===== src/rtl/branch_predictor.sv =====
// Direct-mapped BTB predictor: partial tag, stored target and 2-bit counter per entry.
// Define BP_STATS_EN to add registered branch / mispredict statistics counters.
`ifndef AddrLen
`define AddrLen 32
`endif

module branch_predictor #(
  parameter int unsigned IDX_W = 6,
  parameter int unsigned TAG_W = 8
) (
  input  logic                clk,
  input  logic                rst,
  input  logic                rdy,
  input  logic [`AddrLen-1:0] pc,
  output logic                jump_predict,
  output logic [`AddrLen-1:0] predict_target,
  input  logic                upd_valid,
  input  logic [`AddrLen-1:0] upd_pc,
  input  logic                upd_taken,
  input  logic [`AddrLen-1:0] upd_target,
  input  logic                upd_mistake
`ifdef BP_STATS_EN
  ,
  output logic [31:0]         stat_branches,
  output logic [31:0]         stat_mispredicts
`endif
);

  localparam int unsigned Entries = 2 ** IDX_W;
  localparam int unsigned TagLo   = IDX_W + 2;
  localparam int unsigned TagHi   = IDX_W + TAG_W + 1;

  logic [Entries-1:0]  valid_q;
  logic [TAG_W-1:0]    tag_q    [Entries];
  logic [`AddrLen-1:0] target_q [Entries];
  logic [1:0]          cnt_q    [Entries];

  // Lookup: purely combinational, reads pre-update contents (no bypass).
  logic [IDX_W-1:0] lk_idx;
  logic [TAG_W-1:0] lk_tag;
  logic             lk_hit;

  assign lk_idx         = pc[IDX_W+1:2];
  assign lk_tag         = pc[TagHi:TagLo];
  assign lk_hit         = valid_q[lk_idx] && (tag_q[lk_idx] == lk_tag);
  assign jump_predict   = lk_hit && cnt_q[lk_idx][1];
  assign predict_target = jump_predict ? target_q[lk_idx] : pc + `AddrLen'd4;

  // Training
  logic [IDX_W-1:0] up_idx;
  logic [TAG_W-1:0] up_tag;
  logic             up_en;
  logic             up_hit;
  logic             wr_en;
  logic [1:0]       cnt_cur;
  logic [1:0]       cnt_d;

  assign up_idx  = upd_pc[IDX_W+1:2];
  assign up_tag  = upd_pc[TagHi:TagLo];
  assign up_en   = rst && rdy && upd_valid;
  assign up_hit  = valid_q[up_idx] && (tag_q[up_idx] == up_tag);
  assign cnt_cur = cnt_q[up_idx];

  always_comb begin
    wr_en = 1'b0;
    cnt_d = cnt_cur;
    if (up_en) begin
      if (up_hit) begin
        wr_en = 1'b1;
        if (upd_taken) begin
          cnt_d = (cnt_cur == 2'b11) ? 2'b11 : cnt_cur + 2'd1;
        end else begin
          cnt_d = (cnt_cur == 2'b00) ? 2'b00 : cnt_cur - 2'd1;
        end
      end else if (upd_taken) begin
        // Allocate only on taken; a fresh entry starts weakly taken.
        wr_en = 1'b1;
        cnt_d = 2'b10;
      end
    end
  end

  always_ff @(posedge clk or negedge rst) begin
    if (!rst) begin
      valid_q <= '0;
      for (int unsigned i = 0; i < Entries; i++) begin
        cnt_q[i]    <= 2'b01;
        tag_q[i]    <= '0;
        target_q[i] <= '0;
      end
    end else if (wr_en) begin
      valid_q[up_idx] <= 1'b1;
      tag_q[up_idx]   <= up_tag;
      cnt_q[up_idx]   <= cnt_d;
      if (upd_taken) begin
        target_q[up_idx] <= upd_target;
      end
    end
  end

`ifdef BP_STATS_EN
  always_ff @(posedge clk or negedge rst) begin
    if (!rst) begin
      stat_branches    <= '0;
      stat_mispredicts <= '0;
    end else if (up_en) begin
      stat_branches <= stat_branches + 32'd1;
      if (upd_mistake) begin
        stat_mispredicts <= stat_mispredicts + 32'd1;
      end
    end
  end
`endif

  // Address bits outside index/tag, and upd_mistake in the default build, are not used.
  logic unused_bits;
  assign unused_bits = ^{pc[1:0], pc[`AddrLen-1:TagHi+1], upd_pc[1:0],
                         upd_pc[`AddrLen-1:TagHi+1], upd_mistake};

endmodule


===== config.mk =====
export PLATFORM = sky130hd
export DESIGN_NAME = branch_predictor
export DESIGN_NICKNAME = d
export VERILOG_FILES = /design/src/rtl/branch_predictor.sv
export SDC_FILE = /design/constraint.sdc
export NUM_CORES = 2
export LEC_CHECK = 0
export ABC_CLOCK_PERIOD_IN_PS = 11100
export BUFFER_PORTS_ARGS = -buffer_cell sky130_fd_sc_hd__buf_2
export CAP_MARGIN = 10
export CORE_ASPECT_RATIO = 0.5
export CORE_MARGIN = 2
export CORE_UTILIZATION = 23
export DETAILED_ROUTE_END_ITERATION = 10
export PLACE_DENSITY_LB_ADDON = 0.12
export SYNTH_ARGS = -nofsm -noshare
export SYNTH_HDL_FRONTEND = slang
export SYNTH_SLANG_ARGS = --single-unit

===== constraint.sdc =====
create_clock -name clk -period 11.1 [get_ports clk]
set_clock_uncertainty 0.2 [all_clocks]
set_input_delay 1.11 -clock clk [delete_from_list [all_inputs] [get_ports clk]]
set_output_delay 1.11 -clock clk [all_outputs]
set_load 0.005 [all_outputs]

==> After elaboration in Yosys (flattened, before gate mapping) <==
Cells that the tools add are included.
{ "totals": {"output_inout_bits": 33, "register_bits": 2752, "in_bits": 102, "elab_cells": 257} }
{ "classes": {"bitwise": 3, "order_cmp": 6, "n_eq_ne": 3, "add_sub_neg": 3, "muxes": 40, "n_reduce_logical": 9} }
{ "op_table": {"columns": ["operator", "n"], "rows": [
  ["2048-bit bitwise mux", 1],
  ["512-bit bitwise mux", 1],
  ["32-bit binary-select mux with 6-bit select", 1],
  ["32-bit demux with 6-bit select", 1],
  ["128-bit bitwise mux", 1],
  ["32-bit 2-to-1 mux", 4],
  ["8-bit binary-select mux with 6-bit select", 2],
  ["64-bit bitwise OR", 1],
  ["8-bit demux with 6-bit select", 1],
  ["8-bit 2-to-1 mux", 5],
  ["32-bit by 3-bit adder with 32-bit output (second input constant)", 1],
  ["2-bit binary-select mux with 6-bit select", 2],
  ["2-bit 2-to-1 mux", 11],
  ["8-bit equality test", 2],
  ["7-bit greater-or-equal comparator (second input constant)", 2],
  ["6-bit by 7-bit < comparator with 1-bit output (second input constant)", 2],
  ["6-bit inverter with 7-bit output", 2],
  ["1-bit binary-select mux with 6-bit select", 2],
  ["2-bit demux with 6-bit select", 1],
  ["1-bit logical AND", 7],
  ["7-bit by 1-bit < comparator with 1-bit output (second input constant)", 1],
  ["1-bit demux with 6-bit select", 1],
  ["6-bit by 1-bit greater-or-equal comparator with 1-bit output (second input constant)", 1],
  ["1-bit 2-to-1 mux", 6],
  ["other kinds (5)", 5]
]} }

==> Depth between registers and ports, before layout <==
{ "depth": {"depth_word": 10, "mapped_depth": 18, "depth_no_buf": 10} }

==> Worst setup path after synthesis <==
Ideal clock, no wire load.
{ "synth_path": {"path_type": "input to output", "startpoint": "in pc[2]", "endpoint": "out predict_target[10]", "cell_stages": 11, "path_buffers": 7, "t_required_ns": 9.790, "t_arrival_ns": 4.433, "setup_slack_ns": 5.357, "cell_sequence": "buf_6 buf_6 buf_4 buf_4 buf_2 buf_2 buf_1 mux4_2 mux4_2 mux4_2 mux2_4"} }
{ "synth_between": {"elab_chain_cells": 8, "word_cells_on_any_way": 17, "cone_classes": "add/sub (1); eq/ne (1); mux (12); bitwise (1); reduce/logical (2)"} }
{ "synth_lines": {"columns": ["item", "line_no", "rtl"], "rows": [
  ["from (decl)", "14", "input logic [`AddrLen-1:0] pc,"],
  ["6-bit inverter with 7-bit output (not written as such)", "45, 46, 47", null],
  ["8-bit binary-select mux with 6-bit select", "45", "assign lk_hit = valid_q[lk_idx] && (tag_q[lk_idx] == lk_tag);"],
  ["8-bit 2-to-1 mux (not written as such) (2 in series)", "45", null],
  ["8-bit equality test", "45", null],
  ["1-bit logical AND", "45", null],
  ["1-bit logical AND", "46", "assign jump_predict = lk_hit && cnt_q[lk_idx][1];"],
  ["32-bit 2-to-1 mux *", "47", "assign predict_target = jump_predict ? target_q[lk_idx] : pc + `AddrLen'd4;"],
  ["to (decl)", "16", "output logic [`AddrLen-1:0] predict_target,"]
]} }
Every way passes the cells marked *; elsewhere a longest branch is shown, timed or not. The select of a mux whose other input is x is not followed.

==> Worst setup path after layout <==
{ "layout_path": {"startpoint": "in pc[3]", "endpoint": "out predict_target[7]"} }
The elaborated chain is that of the path after synthesis.

==> impl_metrics.csv <==
group,metric,value,unit
die,coreArea,0.5689,mm^2
cts,cts_root_buf,"clkbuf_16",
drt,drtAntennaViolNets,0,
finish,area_growth,15.01,%
cts,clk_pin_slew,0.06,ns
die,ios,135,
worst_setup_path,setup.worst_path.end_class,"output pin",
place,post-dp-hpwl,305400,um
timing,finalCritPeriodShare,70.42,%
timing,setup-tns-final,0,ns
yosys,ys_ff_latch,2752,
yosys,avgSynthCellArea,15.46,um^2
yosys,ys_seq_area_share,52.57,%
grt,grt.total_usage,17.15,%
yosys,yosysWarningCount,0,
power,powerDensity,149.5,mW/mm^2
yosys,synth_cell_types,73,
worst_setup_path,worstSetupPathType,"in2out",
timing,final-setup-viol-count,0,
outcome,status,"completed",
place,portBuffers,115,
timing,fmax,0.1279,GHz
drt,viasPerCell,4.755,
worst_setup_path,worst_setup_path_start_kind,"input port",
yosys,synth_edf_count,0,
grt,overflow,0,
power,p_leak,69.31,nW
grt,grt_first_pass_wirelength,700300,um
min_path,min_from,"target_q[654]$_DFFE_PN0P_",
place,dp_slack,3.172,ns
cts,htree_levels,5,
yosys,postSynthCellCount,8482,
die,placementRows,196,
timing,relSlewSlack,9.909,%
die,start_util,23.05,%
die,die_w,1072,um
die,chipHeight,538.0,um
worst_setup_path,r2r_start,"tag_q[147]$_DFFE_PN0P_",
worst_setup_path,required,9.79,ns
min_path,hold_path.class,"reg2reg",
worst_setup_path,worstPathMaxFanout,108,
drt,first_iter_violations,5419,
cts,cts_sinks,2752,
cts,cts_tree,"yes",
finish,final_cells,16210,
finish,fin_nets,8434,
timing,rsz0062_at_grt,"no",
worst_setup_path,arrival,6.51,ns
timing,min_period,7.816,ns
power,p_total,22.54,mW
timing,hold_viol_final,0,
cts,cts_post_setup_buffers_inserted,0,
yosys,async_reset_ff_share,100.0,%
place,finalWeightedCongestion,0.7466,
cts,cts_buffers,306,
die,die_area,0.5766,mm^2
cts,clk_latency,0.99,ns
grt,grt_max_degree,154,
drt,drcViolationCount,0,
yosys,synth_nets,8585,
yosys,syn_area,0.1312,mm^2
power,ir_drop,109.3,uV
place,dp_cells,15640,
drt,first_pass_iters,6,
timing,setup_ws,3.284,ns
cts,clockBufferDepth,4,
timing,tightest_slew,1.351,ns
drt,vias,77080,
yosys,synth_ff_type,"dfrtp_1",
finish,utilization,26.51,%
finish,fill_cells,57990,
drt,drt-total-wl,502800,um
grt,antenna_found_initial,66,
timing,report.final.slew_viol_count,0,
job,maxCapViolations,0,
worst_setup_path,crit_start,"pc[3]",
grt,grt_pass1_vias,80870,
drt,wl_per_cell,31.02,um
finish,layout-drive-gt1-share,51.25,%
## per-stage QoR
step / hold slack (ns) / area (um^2)
5_1_grt: 0.2351 / 150800
6_report: 0.2694 / 150800
2_1_floorplan: 0.2411 / 131200
3_3_place_gp: 0.2575 / 140700
3_5_place_dp: 0.2607 / 140800
4_1_cts: 0.2727 / 150700
## state kept, by name (all words and copies together) (netlist names)
name      cells
target_q   2048
tag_q       512
cnt_q       128
valid_q      64
## cell type report
| class | count | area, um^2 | share of cell area, % |
|---|---|---|---|
| tap | 7623 | 9538 | 6.323 |
| clock buffer | 458 | 9035 | 5.990 |
| sequential | 2752 | 68950 | 45.71 |
| timing repair buffer | 382 | 3019 | 2.002 |
| clock inverter | 87 | 904.6 | 0.5997 |
| inverter | 16 | 60.06 | 0.03982 |
| multi-input combinational | 4873 | 59280 | 39.30 |
| antenna | 20 | 50.05 | 0.03318 |
## cell families (layout without fill, tap and decap cells)
group / after synthesis / count (layout) / share of synthesized area, %
AOI/OAI and AO/OA: 514 / 514 / 2.695
xor gates and xnor gates: 43 / 43 / 0.2872
adders and majority gates: 1 / 1 / 0.009539
buffers and inverters: 857 / 943 / 2.756
DFF: 2752 / 2752 / 52.57
muxes: 3584 / 3584 / 38.56
other: 0 / 20 / 0
and+or+nand+nor: 731 / 731 / 3.123
## cell usage after synthesis, drive strengths merged, types with 12 or more instances
master | count | area share (%)
nand2 | 358 | 1.0
nand2b | 25 | 0.12
a22oi | 50 | 0.29
xnor2 | 29 | 0.19
buf | 226 | 0.95
a21oi | 46 | 0.18
inv | 16 | 0.046
or2 | 47 | 0.22
xor2 | 14 | 0.093
a22o | 17 | 0.11
o21ai | 172 | 0.66
mux4 | 909 | 16
a221oi | 40 | 0.27
a221o | 15 | 0.11
o22ai | 23 | 0.11
nand4 | 12 | 0.057
o211ai | 16 | 0.092
and3 | 12 | 0.057
mux2 | 2571 | 22
clkbuf | 615 | 1.8
o22a | 70 | 0.47
mux2i | 104 | 0.79
nand3 | 62 | 0.24
dfstp | 64 | 1.3
nor2 | 137 | 0.96
dfrtp | 2688 | 51
a31oi | 19 | 0.12
nor3 | 21 | 0.11
nor2b | 13 | 0.062
## repair_timing
action	4_1_cts	5_1_grt
endpoints found under the setup margin	0	0
hold buffers	1	0
endpoints found under the hold margin	35	0
resized for setup	0	0
## per-layer routing
layer / vias to the layer above / global-route usage, % / routed length (um)
met5: - / 0 / 27
met1: 43370 / 25.62 / 247700
met3: 498 / 2.410 / 20560
met4: 4 / 3.334 / 9768
li1: 31620 / - / -
met2: 1580 / 26.55 / 224700
## worst paths after layout
path | endpoint | slack [ns] | cells past startpoint
setup reg to reg | tag_q[290]$_DFFE_PN0P_ | 5.69 | 11
hold reg to reg | target_q[654]$_DFFE_PN0P_ | 0.27 | 2
max in group asynchronous | target_q[1540]$_DFFE_PN0P_ | 5.83 | 7
min in group asynchronous | tag_q[333]$_DFFE_PN0P_ | 0.49 | 2
setup / recovery | predict_target[7] | 3.28 | 13
hold / removal | target_q[654]$_DFFE_PN0P_ | 0.27 | 2
## power by group
part / switching [mW] / total (mW) / internal (mW)
clock network: 4.63 / 10.5 / 5.86
registers: 0.157 / 10.5 / 10.3
logic: 0.995 / 1.59 / 0.597
## critical path, stage by stage
cell and delay [ns]:
buf_8 0.44, buf_12 0.46, mux4_2 0.61, mux4_2 0.55
mux2i_1 0.32, nand2_1 0.10, o21ai_1 0.28, xor2_1 0.18
nand2_1 0.11, or4_4 0.72, buf_4 0.44, mux2i_1 0.54
buf_2 0.21
## cell usage in the layout (no fill, tap or decap), types with 17 or more instances in the layout
cell and n:
buf_4 239, a21oi_1 46, mux4_2 909, clkbuf_1 77
o21ai_0 164, o22a_1 70, buf_2 105, clkbuf_16 311
buf_12 29, nand2b_1 24, mux2_1 215, nand3_1 46
mux2i_1 104, clkinv_2 54, xnor2_1 26, dfrtp_1 2688
nor2_8 40, nand2_1 355, o22ai_1 23, dfstp_2 64
nor2_1 37, a221oi_1 40, mux2_2 2328, a22o_1 17
diode_2 20, a22oi_1 50, mux2_4 28, nor2_4 58
clkbuf_8 70, or2_2 47
Power figures use the tool's default switching activity.
